<file path="src/rtl/run_monitor_pkg.sv">
// Shared types for the run supervisor: per-channel stop status, FSM states
// and the width helper for the channel readout select.
package run_monitor_pkg;

    typedef enum logic [1:0] {
        ST_RUNNING = 2'd0,
        ST_HALTED  = 2'd1,
        ST_ERROR   = 2'd2,
        ST_TIMEOUT = 2'd3
    } chan_status_t;

    typedef enum logic [1:0] {
        FSM_IDLE = 2'd0,
        FSM_RUN  = 2'd1,
        FSM_DONE = 2'd2
    } fsm_state_t;

    // A single channel still needs a 1-bit select port.
    function automatic int sel_bits(input int n);
        return (n > 1) ? $clog2(n) : 1;
    endfunction

endpackage

</file>
<file path="src/rtl/run_monitor_channel.sv">
// One supervised core: latches how and when it stopped, and counts LED
// toggles while it is still running.
module run_monitor_channel
    import run_monitor_pkg::*;
#(
    parameter int CYCLE_BITS  = 16,
    parameter int TOGGLE_BITS = 8
) (
    input  logic                   clk,
    input  logic                   reset,
    input  logic                   clear,
    input  logic                   active,
    input  logic                   nhlt,
    input  logic                   nerror,
    input  logic                   led,
    input  logic [CYCLE_BITS-1:0]  cycle,
    input  logic                   timeout_hit,
    output chan_status_t           status_o,
    output chan_status_t           status_next_o,
    output logic [CYCLE_BITS-1:0]  stop_cycle_o,
    output logic [TOGGLE_BITS-1:0] toggles_o
);

    chan_status_t           status_q, status_d;
    logic [CYCLE_BITS-1:0]  stop_cycle_q, stop_cycle_d;
    logic [TOGGLE_BITS-1:0] toggles_q, toggles_d;
    logic                   led_prev_q;

    always_comb begin
        status_d     = status_q;
        stop_cycle_d = stop_cycle_q;
        toggles_d    = toggles_q;
        if (clear) begin
            status_d     = ST_RUNNING;
            stop_cycle_d = '0;
            toggles_d    = '0;
        end else if (active && status_q == ST_RUNNING) begin
            // The stopping cycle still counts a toggle; error beats halt.
            if (led != led_prev_q && toggles_q != '1) begin
                toggles_d = toggles_q + 1'b1;
            end
            if (!nerror) begin
                status_d     = ST_ERROR;
                stop_cycle_d = cycle;
            end else if (!nhlt) begin
                status_d     = ST_HALTED;
                stop_cycle_d = cycle;
            end else if (timeout_hit) begin
                status_d     = ST_TIMEOUT;
                stop_cycle_d = cycle;
            end
        end
    end

    always_ff @(posedge clk) begin
        if (reset) begin
            status_q     <= ST_RUNNING;
            stop_cycle_q <= '0;
            toggles_q    <= '0;
            led_prev_q   <= 1'b0;
        end else begin
            status_q     <= status_d;
            stop_cycle_q <= stop_cycle_d;
            toggles_q    <= toggles_d;
            led_prev_q   <= led;
        end
    end

    assign status_o      = status_q;
    assign status_next_o = status_d;
    assign stop_cycle_o  = stop_cycle_q;
    assign toggles_o     = toggles_q;

endmodule

</file>
<file path="src/rtl/run_monitor.sv">
// Multi-core run supervisor: runs a bounded cycle window, records how each
// core stopped and produces a registered done/pass verdict.
module run_monitor
    import run_monitor_pkg::*;
#(
    parameter  int CHANNELS    = 4,
    parameter  int CYCLE_BITS  = 16,
    parameter  int TIMEOUT     = 1000,
    parameter  int TOGGLE_BITS = 8,
    localparam int SEL_BITS    = sel_bits(CHANNELS)
) (
    input  logic                   clk,
    input  logic                   reset,
    input  logic                   start,
    input  logic [CHANNELS-1:0]    nhlt,
    input  logic [CHANNELS-1:0]    nerror,
    input  logic [CHANNELS-1:0]    led,
    output logic                   busy,
    output logic                   done,
    output logic                   pass,
    output logic [CHANNELS-1:0]    fail_mask,
    input  logic [SEL_BITS-1:0]    sel,
    output logic [1:0]             sel_status,
    output logic [CYCLE_BITS-1:0]  sel_cycle,
    output logic [TOGGLE_BITS-1:0] sel_toggles,
    output fsm_state_t             dbg_state_o
);

    if (CHANNELS < 1 || CHANNELS > 16) begin : g_bad_channels
        $error("run_monitor: CHANNELS must be 1..16");
    end
    if (TIMEOUT < 1 || longint'(TIMEOUT) >= (64'd1 << CYCLE_BITS)) begin : g_bad_timeout
        $error("run_monitor: TIMEOUT must be 1..2**CYCLE_BITS-1");
    end

    localparam logic [CYCLE_BITS-1:0] LAST_CYCLE = CYCLE_BITS'(TIMEOUT - 1);

    fsm_state_t            state_q;
    logic [CYCLE_BITS-1:0] cycle_q;
    logic                  busy_q, done_q, pass_q;
    logic [CHANNELS-1:0]   fail_mask_q;

    logic                  clear, active, timeout_hit, all_stopped;
    logic [CHANNELS-1:0]   fail_next;

    chan_status_t           status_a      [CHANNELS];
    chan_status_t           status_next_a [CHANNELS];
    logic [CYCLE_BITS-1:0]  stop_cycle_a  [CHANNELS];
    logic [TOGGLE_BITS-1:0] toggles_a     [CHANNELS];

    assign active      = (state_q == FSM_RUN);
    assign clear       = start && !active;
    assign timeout_hit = active && (cycle_q == LAST_CYCLE);

    for (genvar i = 0; i < CHANNELS; i++) begin : g_chan
        run_monitor_channel #(
            .CYCLE_BITS  (CYCLE_BITS),
            .TOGGLE_BITS (TOGGLE_BITS)
        ) u_chan (
            .clk           (clk),
            .reset         (reset),
            .clear         (clear),
            .active        (active),
            .nhlt          (nhlt[i]),
            .nerror        (nerror[i]),
            .led           (led[i]),
            .cycle         (cycle_q),
            .timeout_hit   (timeout_hit),
            .status_o      (status_a[i]),
            .status_next_o (status_next_a[i]),
            .stop_cycle_o  (stop_cycle_a[i]),
            .toggles_o     (toggles_a[i])
        );
    end

    // Exit decision looks at the statuses this edge will write, so the
    // verdict lands together with the last captured stop.
    always_comb begin
        all_stopped = 1'b1;
        fail_next   = '0;
        for (int i = 0; i < CHANNELS; i++) begin
            if (status_next_a[i] == ST_RUNNING) begin
                all_stopped = 1'b0;
            end
            if (status_next_a[i] == ST_ERROR || status_next_a[i] == ST_TIMEOUT) begin
                fail_next[i] = 1'b1;
            end
        end
    end

    always_ff @(posedge clk) begin
        if (reset) begin
            state_q     <= FSM_IDLE;
            cycle_q     <= '0;
            busy_q      <= 1'b0;
            done_q      <= 1'b0;
            pass_q      <= 1'b0;
            fail_mask_q <= '0;
        end else begin
            case (state_q)
                FSM_IDLE, FSM_DONE: begin
                    if (start) begin
                        state_q     <= FSM_RUN;
                        cycle_q     <= '0;
                        busy_q      <= 1'b1;
                        done_q      <= 1'b0;
                        pass_q      <= 1'b0;
                        fail_mask_q <= '0;
                    end
                end
                FSM_RUN: begin
                    cycle_q <= cycle_q + 1'b1;
                    if (all_stopped || timeout_hit) begin
                        state_q     <= FSM_DONE;
                        busy_q      <= 1'b0;
                        done_q      <= 1'b1;
                        fail_mask_q <= fail_next;
                        pass_q      <= (fail_next == '0);
                    end
                end
                default: begin
                    state_q <= FSM_IDLE;
                    busy_q  <= 1'b0;
                    done_q  <= 1'b0;
                end
            endcase
        end
    end

    always_comb begin
        int sel_idx;
        sel_idx     = int'(sel);
        sel_status  = '0;
        sel_cycle   = '0;
        sel_toggles = '0;
        if (sel_idx < CHANNELS) begin
            sel_status  = status_a[sel_idx];
            sel_cycle   = stop_cycle_a[sel_idx];
            sel_toggles = toggles_a[sel_idx];
        end
    end

    assign busy        = busy_q;
    assign done        = done_q;
    assign pass        = pass_q;
    assign fail_mask   = fail_mask_q;
    assign dbg_state_o = state_q;

endmodule

</file>
<file path="config.mk">
export PLATFORM = sky130hd
export DESIGN_NAME = run_monitor
export DESIGN_NICKNAME = d
export VERILOG_FILES = /design/src/rtl/run_monitor_pkg.sv /design/src/rtl/run_monitor_channel.sv /design/src/rtl/run_monitor.sv
export SDC_FILE = /design/constraint.sdc
export NUM_CORES = 1
export LEC_CHECK = 0
export ABC_CLOCK_PERIOD_IN_PS = 6300
export CORE_ASPECT_RATIO = 0.6
export CORE_MARGIN = 2
export CORE_UTILIZATION = 40
export DETAILED_ROUTE_END_ITERATION = 7
export SLEW_MARGIN = 10
export SYNTH_ARGS = -nofsm -noshare
export SYNTH_HDL_FRONTEND = slang
export SYNTH_SLANG_ARGS = --single-unit
</file>
<file path="constraint.sdc">
create_clock -name clk -period 6.3 [get_ports clk]
set_input_delay 1.26 -clock clk [delete_from_list [all_inputs] [get_ports clk]]
set_output_delay 1.26 -clock clk [all_outputs]
set_load 0.005 [all_outputs]
</file>
---- Word-level counts from Yosys, hierarchy flattened ----
Index checks and enable logic that the tools add are counted.
cells by class
  multiply operators ...................... 0
  shift operators ......................... 0
  div/mod/pow operators ................... 0
  multiplexer cells ....................... 62
  magnitude comparators ................... 1
  reductions and logical operators ........ 40
  equal/unequal tests ..................... 25
  bitwise operators ....................... 1
  $add $sub $neg .......................... 5
operator list
  operator                 number
  $mux W16                 12
  $mux W2                  24
  $add A8 B1 Y8 const B    4
  $bmux W16 S2             1
  $ge A32 B3 Y1 const B    1
  $ne A8 B8 Y1 const B     4
  $not A2 Y32              1
  $pmux W16 S2             1
  $reduce_and A2 Y1        10
  $eq A2 B2 Y1 const B     9
  $logic_not A2 Y1         9
  $add A16 B1 Y16 const B  1
  $bmux W8 S2              1
  $eq A16 B10 Y1 const B   1
  $mux W8                  2
  $mux W1                  13
  $ne A3 B2 Y1 const B     4
  $logic_and A1 B1 Y1      10
  $mux W4                  2
  $pmux W4 S2              1
  $pmux W1 S2              3
  $logic_or A1 B1 Y1       5
  $bmux W2 S2              1
  $logic_not A4 Y1         1
  9 further kinds          13
word-level totals
  bits in read-only memories .............. 0
  register bits after elaboration ......... 133
  memories kept ........................... 0
  bits in writable memories ............... 0
  bits of input ports ..................... 17
  latch bits .............................. 0

---- Logic depth before layout (Yosys ltp) ----
Gate-level depths: netlist (run 1).
  depth after elaboration ................. 15
  mapped depth ............................ 10
  gate-level depth less buffers ........... 8

---- Hierarchy ----
Synthesis (run 1) repeated with hierarchy kept, for this count alone.
second synthesis, totals
  cells, all modules ...................... 646
  area, all modules ....................... 6,309.8 sq um
by module, submodules not included
  module               cells each  times used  area each (sq um)  seq. area each (sq um)
  run_monitor_channel  113         4           1,093.5            540.5
  run_monitor          194         1           1,935.6            480.5

---- Worst setup path after synthesis (run 1) ----
OpenSTA, ideal clock, no wires.
  path type ............................... in2out
  from .................................... input port sel[0]
  to ...................................... output port sel_cycle[10]
  setup slack ............................. 2.264 ns
  data arrival time ....................... 2.776 ns
  cell stages on the path ................. 3
  cell sequence ........................... clkbuf_1 buf_1 mux4_2
between the ends
  cells in the longest elaborated chain, start to end .. 4
RTL lines
  what                                          RTL line            RTL
  from (decl)                                   run_monitor.sv:22   input logic [SEL_BITS-1:0] sel,
  $not A2 Y32 (not written as such)             run_monitor.sv:138  sel_cycle = stop_cycle_a[sel_idx];
  $bmux W16 S2                                  run_monitor.sv:138
  $mux W16 (not written as such) (2 in series)  run_monitor.sv:138
  to (decl)                                     run_monitor.sv:24   output logic [CYCLE_BITS-1:0] sel_cycle,
No other way between the ends. The select of a mux whose other input is x is not followed.

---- Final worst setup path (run 1) ----
  from .................................... input port sel[1]
  to ...................................... output port sel_cycle[15]
Same word-level chain as after synthesis.

==> qor.txt, run 1 <==
status: finished, final reports clean
crit path kind: input pin to output pin
CTS clk-pin slew, worst paths: 0.05 ns
IO Count: 52
first-pass GRT wire length: 25.0 mm
Netlist cell types: 49
Rows: 34
WP buf/inv: 3
Finished Cell Area: 7330 um^2
PwrDens: 293 nW/um^2
Core Box Area: 14600 um^2
diode count: 0
CTS root buffer: clkbuf_16
final period utilization: 69.9%
via count of the routed design: 4710
DP Wirelength: 10.5 mm
Final Hold Vio Count: 0
Final nets: 667
static leakage: 2.47 nW
post-CTS setup buffers: 0
grt ovf: 0
Post-synth top flop: dfxtp_1
Vias/cell: 5.51
FILL cells: 1291
Max clock buf depth: 2
Slew headroom: 25.9%
DIE HEIGHT: 98.9 um
CTS tree: built
# setup viols final: 0
HP Class: flip-flop to flip-flop
Post-synth ARST share: 0%
CTS Buf Count: 17
Max Cap Viol: 0
RSZ-0062 raised after global routing: false
WL per Instance: 18.2 um
share of post-route cells with drive strength above 1: 12.3%
startpoint types: input pin
H-tree depth: 4
Die Area: 16000 um^2
cell with the largest stage delay on the worst path: mux4_2
drt pass-1 iters: 6
met2 usage: 26.8%
post_cts resized: 0
drt initial violations: 318
Mapped Nets: 626
area share of the largest cell type after synthesis: 44.0%
largest net degree at the start of global routing: 101
Cell Area, Placed: 6660 um^2
CP cell instances: clkdlybuf4s50_1, buf_4, mux4_2, clkdlybuf4s50_1
vias in the first global route: 4527
Syn Std Cell Area: 6000 um^2
f_max: 227 MHz
Syn Area/Cell: 9.94 um^2
Clock Sinks: 132
CP delay by family, top: buffers and inverters
EDFF count, synth: 0
arrival time worst endpoint: 3.14 ns
crit-path max cell delay: 0.58 ns
total global-route track usage: 20.2%
worst skew pair latency: 0.41 ns
drc violations: 0
Chip Width: 162 um
Most Crowded Layer GR: met1
Final min period: 4.40 ns
antenna viol nets, final: 0
cts hold-fix bufs: 0
IO buf count: 51
top post-synthesis cells by area: dfxtp_1, mux2i_1, mux4_2
initial antenna violation count: 0
Slew Limit Fails: 0
setup TNS: 0 ns
Max FO, Critical Path: 26
Top cell by count, worst path: clkdlybuf4s50_1
initial core utilization: 41.1%
P&R area growth vs syn: 22.1%
Post-Syn Instances: 604
Ys Warns: 0
routability cong.: 0.873
met1 Track Usage GR: 31.5%
Peak supply drop: 0.000178 V
post-route clock skew: 0.0114 ns
Detailed Route WL: 15.5 mm
Required @ worst endpoint: 5.04 ns
Slew @ Worst Pin: 1.11 ns
area leader, netlist: dfxtp_1
flops & latches, synth: 132
Worst Setup End Kind: output pin
M3 GR Usage: 4.76%
Seq/Total Area, Yosys: 44.0%
[cell usage after synthesis (2+ instances only)]
| master | n |
|---|---|
| a21oi_1 | 23 |
| a311oi_1 | 4 |
| a311oi_4 | 2 |
| a31oi_2 | 2 |
| and3_1 | 3 |
| buf_1 | 5 |
| buf_2 | 6 |
| buf_4 | 3 |
| buf_6 | 2 |
| clkbuf_1 | 24 |
| dfxtp_1 | 132 |
| ha_1 | 5 |
| inv_1 | 6 |
| mux2i_1 | 68 |
| mux4_2 | 26 |
| nand2_1 | 22 |
| nand2b_1 | 7 |
| nand3_1 | 14 |
| nand3b_1 | 3 |
| nand4_1 | 14 |
| nor2_1 | 126 |
| nor2b_1 | 6 |
| nor3_1 | 7 |
| nor3b_1 | 3 |
| nor4_1 | 3 |
| o21ai_0 | 17 |
| o22ai_1 | 3 |
| o41ai_1 | 2 |
| or3_1 | 14 |
| or4_4 | 2 |
| xnor2_1 | 14 |
| xor2_1 | 19 |
[sequential cells by signal, summed over array words and instances, names as in the netlist, 2 cells and up]
register and flops:
g_chan.u_chan.status_o 8, g_chan.u_chan.led_prev_q 4, dbg_state_o 2, g_chan.u_chan.stop_cycle_o 64
fail_mask 4, cycle_q 16, g_chan.u_chan.toggles_o 32
[worst paths after layout]
path	start	endpoint	slack, ns	cells after the start
setup / recovery	sel[1]	sel_cycle[15]	1.90	4
setup reg to reg	cycle_q[1]	g_chan[1].u_chan.stop_cycle_o[2]	3.10	7
hold / removal	fail_mask[0]	fail_mask[0]	0.48	2
hold reg to reg	fail_mask[0]	fail_mask[0]	0.48	2
[tightest hold or removal path: stages, from the launching register on]
cell and delay [ns]:
dfxtp_1 0.30, o21ai_0 0.07, a21oi_1 0.06
[per-layer routing]
metal / share of wire [%] / wire (um)
met3: 6.2 / 971
met4: 1.1 / 168
met5: 0 / 0
met1: 53 / 8210
met2: 40 / 6190
[cell type report]
class | instances | area [um^2] | area share, %
clock buffers | 20 | 447 | 6.09
repair buffers | 62 | 588 | 8.02
clock inverters | 11 | 223 | 3.04
well taps | 198 | 248 | 3.38
inverters | 6 | 22.5 | 0.307
flip-flops and latches | 132 | 2640 | 36.0
multi-input cells | 426 | 3160 | 43.1
[cell families (layout without fill, tap and decap cells)]
| group | Yosys count | after routing | share of synthesized area, % |
|---|---|---|---|
| adders and majority gates | 5 | 5 | 1.04 |
| and+or+nand+nor | 230 | 230 | 17.9 |
| muxes | 95 | 95 | 21.3 |
| AOI/OAI and AO/OA | 63 | 63 | 7.50 |
| xor gates and xnor gates | 33 | 33 | 4.81 |
| buffers and inverters | 46 | 99 | 3.44 |
| DFF | 132 | 132 | 44.0 |
[cell usage in the layout (no fill, tap or decap), types with 4 or more instances in the layout]
cell type	n
xor2_1	19
dfxtp_1	132
nand2_1	22
clkbuf_16	17
ha_1	5
clkdlybuf4s50_1	50
a21oi_1	23
nand4_1	14
buf_4	11
xnor2_1	14
o21ai_0	17
inv_1	6
nand2b_1	6
mux4_2	26
nor2b_1	6
nor2_1	126
mux2i_1	68
a311oi_1	4
bufinv_16	6
nor3_1	7
or3_1	14
nand3_1	14
[power breakdown]
group	switching [mW]	internal, mW	total, mW
Clock	0.374	0.755	1.13
Combinational	0.0986	0.0679	0.167
Sequential	0.0107	0.844	0.855
[metrics by stage]
step | utilization [%] | hold slack (ns) | total power [mW] | std cells | setup WS [ns]
after floorplan | - | 0.455 | 0.978 | 604 | 2.26
after global placement | 45.7 | 0.467 | 1.03 | 824 | 1.94
after detailed placement | 45.7 | 0.474 | 1.04 | 824 | 1.90
after CTS | 50.2 | 0.482 | 2.17 | 855 | 1.88
after global routing | 50.2 | 0.518 | 2.22 | 855 | 1.82
final | 50.2 | 0.478 | 2.15 | 855 | 1.90
Power figures use the tool's default switching activity.
==> run 2: changes to the inputs <==
--- a/config.mk
+++ b/config.mk
@@ -5,7 +5,7 @@
 export SDC_FILE = /design/constraint.sdc
 export NUM_CORES = 1
 export LEC_CHECK = 0
-export ABC_CLOCK_PERIOD_IN_PS = 6300
+export ABC_CLOCK_PERIOD_IN_PS = 3680
 export CORE_ASPECT_RATIO = 0.6
 export CORE_MARGIN = 2
 export CORE_UTILIZATION = 40
==> constraint.sdc (replaced) <==
create_clock -name clk -period 3.68 [get_ports clk]
set_input_delay 0.736 -clock clk [delete_from_list [all_inputs] [get_ports clk]]
set_output_delay 0.736 -clock clk [all_outputs]
set_load 0.005 [all_outputs]
==> qor.txt, run 2 (same netlist as run 1, synthesis figures left out) <==
status: finished, final reports clean
vias in the first global route: 4398 (-2.8%)
FILL cells: 1300 (+0.70%)
CTS root buffer: clkbuf_16
setup TNS: 0 ns (unchanged)
Max Cap Viol: 0 (unchanged)
H-tree depth: 4 (unchanged)
DIE HEIGHT: 98.9 um (unchanged)
CTS tree: built
WL per Instance: 17.4 um (-4.5%)
Clock Sinks: 132 (unchanged)
Max FO, Critical Path: 26 (unchanged)
HP Class: flip-flop to flip-flop
drt pass-1 iters: 5 (-1)
drt initial violations: 409 (+29%)
most frequent cells in the layout: dfxtp_1, nor2_1, mux2i_1, clkdlybuf4s50_1, mux4_2
Chip Width: 162 um (unchanged)
cts hold-fix bufs: 0 (unchanged)
drc violations: 0 (unchanged)
# setup viols final: 0 (unchanged)
total global-route track usage: 19.2% (-0.98 points)
PwrDens: 478 nW/um^2 (+63%)
Required @ worst endpoint: 2.94 ns (-2.10 ns)
Sw Pwr: 0.862 mW (+78%)
Detailed Route WL: 14.9 mm (-4.0%)
Final nets: 671 (+0.60%)
Die Area: 16000 um^2 (unchanged)
initial antenna violation count: 0 (unchanged)
IO buf count: 51 (unchanged)
Core Box Area: 14600 um^2 (unchanged)
Max clock buf depth: 2 (unchanged)
startpoint types: input pin
Tot Pwr: 3.51 mW (+63%)
static leakage: 2.47 nW (+0.17%)
diode count: 0 (unchanged)
Cell Area, Placed: 6730 um^2 (+1.0%)
Slew headroom: 39.2% (+13 points)
IO Count: 52 (unchanged)
Int Power: 2.64 mW (+59%)
Hold EP: fail_mask[0]
Rows: 34 (unchanged)
CTS clk-pin slew, worst paths: 0.06 ns (about the same)
clock power share: 49.9% (-2.6 points)
worst reg2reg path depth: 8 (+1)
sequential power share: 41.7% (+2.0 points)
P&R area growth vs syn: 22.2% (about the same)
f_max: 311 MHz
largest net degree at the start of global routing: 57 (-44%)
max reg flops: 64 (unchanged)
RSZ-0062 raised after global routing: false
sw frac: 24.6% (+2.1 points)
post-CTS setup buffers: 0 (unchanged)
grt ovf: 0 (unchanged)
initial core utilization: 41.1% (unchanged)
Reg2Reg Setup Slack: 0.50 ns (-2.60 ns)
worst r2r dst: pass
Hold Path Stages: 2 (unchanged)
final period utilization: 87.4%
Slew @ Worst Pin: 0.913 ns (-0.199 ns)
post-route clock skew: 0.00915 ns (-0.00228 ns)
routability cong.: 0.808 (-7.5%)
Critical R2R Launch: cycle_q[1]
Peak supply drop: 0.000257 V (+45%)
Finished Cell Area: 7340 um^2 (about the same)
commonest non-fill, non-tap cell in the layout: dfxtp_1
first-pass GRT wire length: 23.9 mm (-4.4%)
Vias/cell: 5.40 (-1.9%)
post_cts resized: 0 (unchanged)
Worst Setup End Kind: output pin
Comb power frac: 8.4% (+0.7 points)
crit path kind: input pin to output pin
antenna viol nets, final: 0 (unchanged)
HP Start: fail_mask[0]
Final Hold Vio Count: 0 (unchanged)
arrival time worst endpoint: 2.48 ns (-0.66 ns)
via count of the routed design: 4648 (-1.3%)
worst skew pair latency: 0.42 ns (about the same)
Slew Limit Fails: 0 (unchanged)
Final min period: 3.22 ns
Post-Layout Cell Count: 860 (+0.58%)
share of post-route cells with drive strength above 1: 13.1% (+0.81 points)
CTS Buf Count: 17 (unchanged)
DP Wirelength: 10.3 mm (-2.1%)
placed insts: 828 (+0.49%)
-- run 2: cell types whose count changed in the layout (fill, tap and decap cells not counted) --
cell / previous run / this run
clkinv_4: 2 / 3
bufinv_16: 6 / 3
buf_12: 0 / 3
clkinv_2: 0 / 2
clkbuf_8: 1 / 0
buf_4: 11 / 12
clkinvlp_4: 1 / 2
inv_6: 2 / 4
clkbuf_1: 2 / 1
-- run 2: through the flow --
step	hold WS, ns	util (%)	worst slack [ns]
5_1_grt	0.505	50.3	0.313
6_report	0.479	50.3	0.464
3_5_place_dp	0.471	46.1	0.461
4_1_cts	0.477	50.3	0.458
3_3_place_gp	0.465	46.1	0.476
2_1_floorplan	0.455	-	0.692
-- run 2: layout make-up --
type | count | area, um^2 | share of cell area [%]
clock buffers | 18 | 429 | 5.85
clock inverters | 14 | 176 | 2.40
inverters | 6 | 22.5 | 0.307
multi-input cells | 426 | 3160 | 43.1
flip-flops and latches | 132 | 2640 | 36.0
well taps | 198 | 248 | 3.38
repair buffers | 66 | 656 | 8.94
-- run 2: worst max-delay path, cell delays in order --
cell and delay, ns:
clkdlybuf4s50_1 0.50, buf_12 0.23, mux4_2 0.55, clkdlybuf4s50_1 0.47
-- run 2: power groups by stage --
stage	Sequential, mW	Clock [mW]	Combinational [mW]
floorplan	1.49	0	0.187
global placement	1.49	0	0.292
detailed placement	1.49	0	0.295
CTS	1.46	1.78	0.296
global route	1.46	1.85	0.317
finish	1.46	1.75	0.295
-- run 2: how the worst max path moves through the flow --
stage / start / end / slack [ns] / cells after the start
2_1_floorplan: sel[0] / sel_cycle[10] / 0.69 / 3
3_3_place_gp: sel[1] / sel_cycle[15] / 0.48 / 4
3_5_place_dp: sel[1] / sel_cycle[0] / 0.46 / 4
4_1_cts: sel[1] / sel_cycle[0] / 0.46 / 4
5_1_grt: cycle_q[1] / pass / 0.31 / 8
6_report: sel[1] / sel_cycle[15] / 0.46 / 4
-- run 2: per-layer routing --
layer / vias to the layer above / global-route usage (%) / part of all wire [%]
li1: 2243 / - / -
met1: 2251 / 29.1 / 53
met2: 146 / 26.2 / 39
met3: 8 / 6.31 / 7.5
met4: 0 / 4.36 / 0.54
met5: - / 0 / 0
==> run 3: changes to the inputs <==
--- a/config.mk
+++ b/config.mk
@@ -8,9 +8,11 @@
 export ABC_CLOCK_PERIOD_IN_PS = 3680
 export CORE_ASPECT_RATIO = 0.6
 export CORE_MARGIN = 2
-export CORE_UTILIZATION = 40
+export CORE_UTILIZATION = 45
 export DETAILED_ROUTE_END_ITERATION = 7
+export PLACE_DENSITY = 0.67
 export SLEW_MARGIN = 10
 export SYNTH_ARGS = -nofsm -noshare
 export SYNTH_HDL_FRONTEND = slang
 export SYNTH_SLANG_ARGS = --single-unit
+export TNS_END_PERCENT = 10
==> qor.txt, run 3 (same netlist as run 1, synthesis figures left out) <==
Vias/cell: 5.70 (+5.4%)
Final nets: 672 (+0.15%)
CP cell instances: clkdlybuf4s50_1, buf_12, mux4_2, clkdlybuf4s50_1
IO Count: 52 (unchanged)
Post-Layout Cell Count: 832 (-3.3%)
Chip Width: 153 um (-5.6%)
IO buf count: 51 (unchanged)
Slew headroom: 44.3% (+5.1 points)
post_cts resized: 0 (unchanged)
cts hold-fix bufs: 0 (unchanged)
drt initial violations: 496 (+21%)
vias in the first global route: 4507 (+2.5%)
worst reg2reg path depth: 8 (unchanged)
post-CTS setup buffers: 0 (unchanged)
utilization after layout: 56.0% (+5.8 points)
static leakage: 2.44 nW (-1.1%)
DIE HEIGHT: 93.5 um (-5.5%)
placed insts: 801 (-3.3%)
crit path kind: input pin to output pin
Required @ worst endpoint: 2.94 ns (about the same)
Clock Sinks: 132 (unchanged)
diode count: 0 (unchanged)
Slew Limit Fails: 0 (unchanged)
CTS tree: built
startpoint types: input pin
final period utilization: 87.1% (-0.25 points)
f_max: 312 MHz (+0.29%)
Worst Setup End Kind: output pin
RSZ-0062 raised after global routing: false
commonest non-fill, non-tap cell in the layout: dfxtp_1
largest net degree at the start of global routing: 101 (+77%)
H-tree depth: 4 (unchanged)
Slew @ Worst Pin: 0.835 ns (-0.0772 ns)
Final Hold Vio Count: 0 (unchanged)
Max FO, Critical Path: 26 (unchanged)
most frequent cells in the layout: dfxtp_1, nor2_1, mux2i_1, clkdlybuf4s50_1, mux4_2
PwrDens: 463 nW/um^2 (-3.1%)
grt ovf: 0 (unchanged)
arrival time worst endpoint: 2.47 ns (about the same)
via count of the routed design: 4741 (+2.0%)
HP Class: flip-flop to flip-flop
P&R area growth vs syn: 20.7%
post-route clock skew: 0.0100 ns (+0.000887 ns)
worst skew pair latency: 0.42 ns (about the same)
initial core utilization: 46.4% (+5.3 points)
antenna viol nets, final: 0 (unchanged)
CTS clk-pin slew, worst paths: 0.05 ns (about the same)
Min Hold Slack: 0.488 ns (+0.00902 ns)
status: finished, final reports clean
first-pass GRT wire length: 24.0 mm (+0.67%)
WL per Instance: 18.1 um (+4.1%)
drc violations: 0 (unchanged)
initial antenna violation count: 0 (unchanged)
Max Cap Viol: 0 (unchanged)
cell with the largest stage delay on the worst path: mux4_2
Peak supply drop: 0.000346 V (+34%)
routability cong.: 0.828 (+2.4%)
Tot Pwr: 3.35 mW (-4.3%)
DP Wirelength: 10.3 mm (-0.49%)
CTS Buf Count: 17 (unchanged)
Final min period: 3.21 ns (-0.00938 ns)
Top cell by count, worst path: clkdlybuf4s50_1
Hold Path Stages: 2 (unchanged)
total global-route track usage: 21.7% (+2.4 points)
Max clock buf depth: 2 (unchanged)
# setup viols final: 0 (unchanged)
share of post-route cells with drive strength above 1: 12.8% (-0.30 points)
setup TNS: 0 ns (unchanged)
Rows: 32 (-5.9%)
Detailed Route WL: 15.0 mm (+0.72%)
Die Area: 14300 um^2 (-11%)
CTS root buffer: clkbuf_16
drt pass-1 iters: 6 (+1)
max reg flops: 64 (unchanged)
crit-path max cell delay: 0.54 ns (about the same)
Core Box Area: 12900 um^2 (-11%)
-- run 3: per-layer routing --
metal | global-route usage, % | wire, um | share of wire (%) | up-vias
li1 | - | - | - | 2233
met1 | 31.9 | 7400 | 49 | 2284
met2 | 30.6 | 6240 | 42 | 205
met3 | 5.89 | 1190 | 7.9 | 19
met4 | 6.87 | 201 | 1.3 | 0
met5 | 0 | 0 | 0 | -
-- run 3: final timing paths --
path / startpoint / end / slack [ns]
max: sel[1] / sel_cycle[1] / 0.47
min: g_chan[2].u_chan.stop_cycle_o[8] / g_chan[2].u_chan.stop_cycle_o[8] / 0.49
max reg2reg: cycle_q[1] / pass / 0.52
min reg2reg: g_chan[2].u_chan.stop_cycle_o[8] / g_chan[2].u_chan.stop_cycle_o[8] / 0.49
-- run 3: cell type report --
cell class / instances / area (um^2)
Fill cell: 1102 / 5690
Inverter: 6 / 22.5
Tap cell: 170 / 213
Multi-Input combinational cell: 426 / 3160
Timing Repair Buffer: 67 / 663
Sequential cell: 132 / 2640
Clock buffer: 20 / 437
Clock inverter: 11 / 113
-- run 3: power breakdown --
| group | internal (mW) | switching, mW | total, mW |
|---|---|---|---|
| clock | 0.984 | 0.612 | 1.60 |
| combinational | 0.125 | 0.171 | 0.296 |
| sequential | 1.45 | 0.0178 | 1.46 |
| total | 2.55 | 0.800 | 3.35 |
-- run 3: critical path: cells and delay by family --
kind / cells / cell delay (ns)
buf+inv: 3 / 1.19
mux: 1 / 0.54
-- run 3: through the flow --
step                instance area (um^2)  setup WS (ns)
global placement                    6700          0.487
finish                              7250          0.474
detailed placement                  6700          0.477
CTS                                 7250          0.464
floorplan                           6000          0.692
global route                        7250          0.318
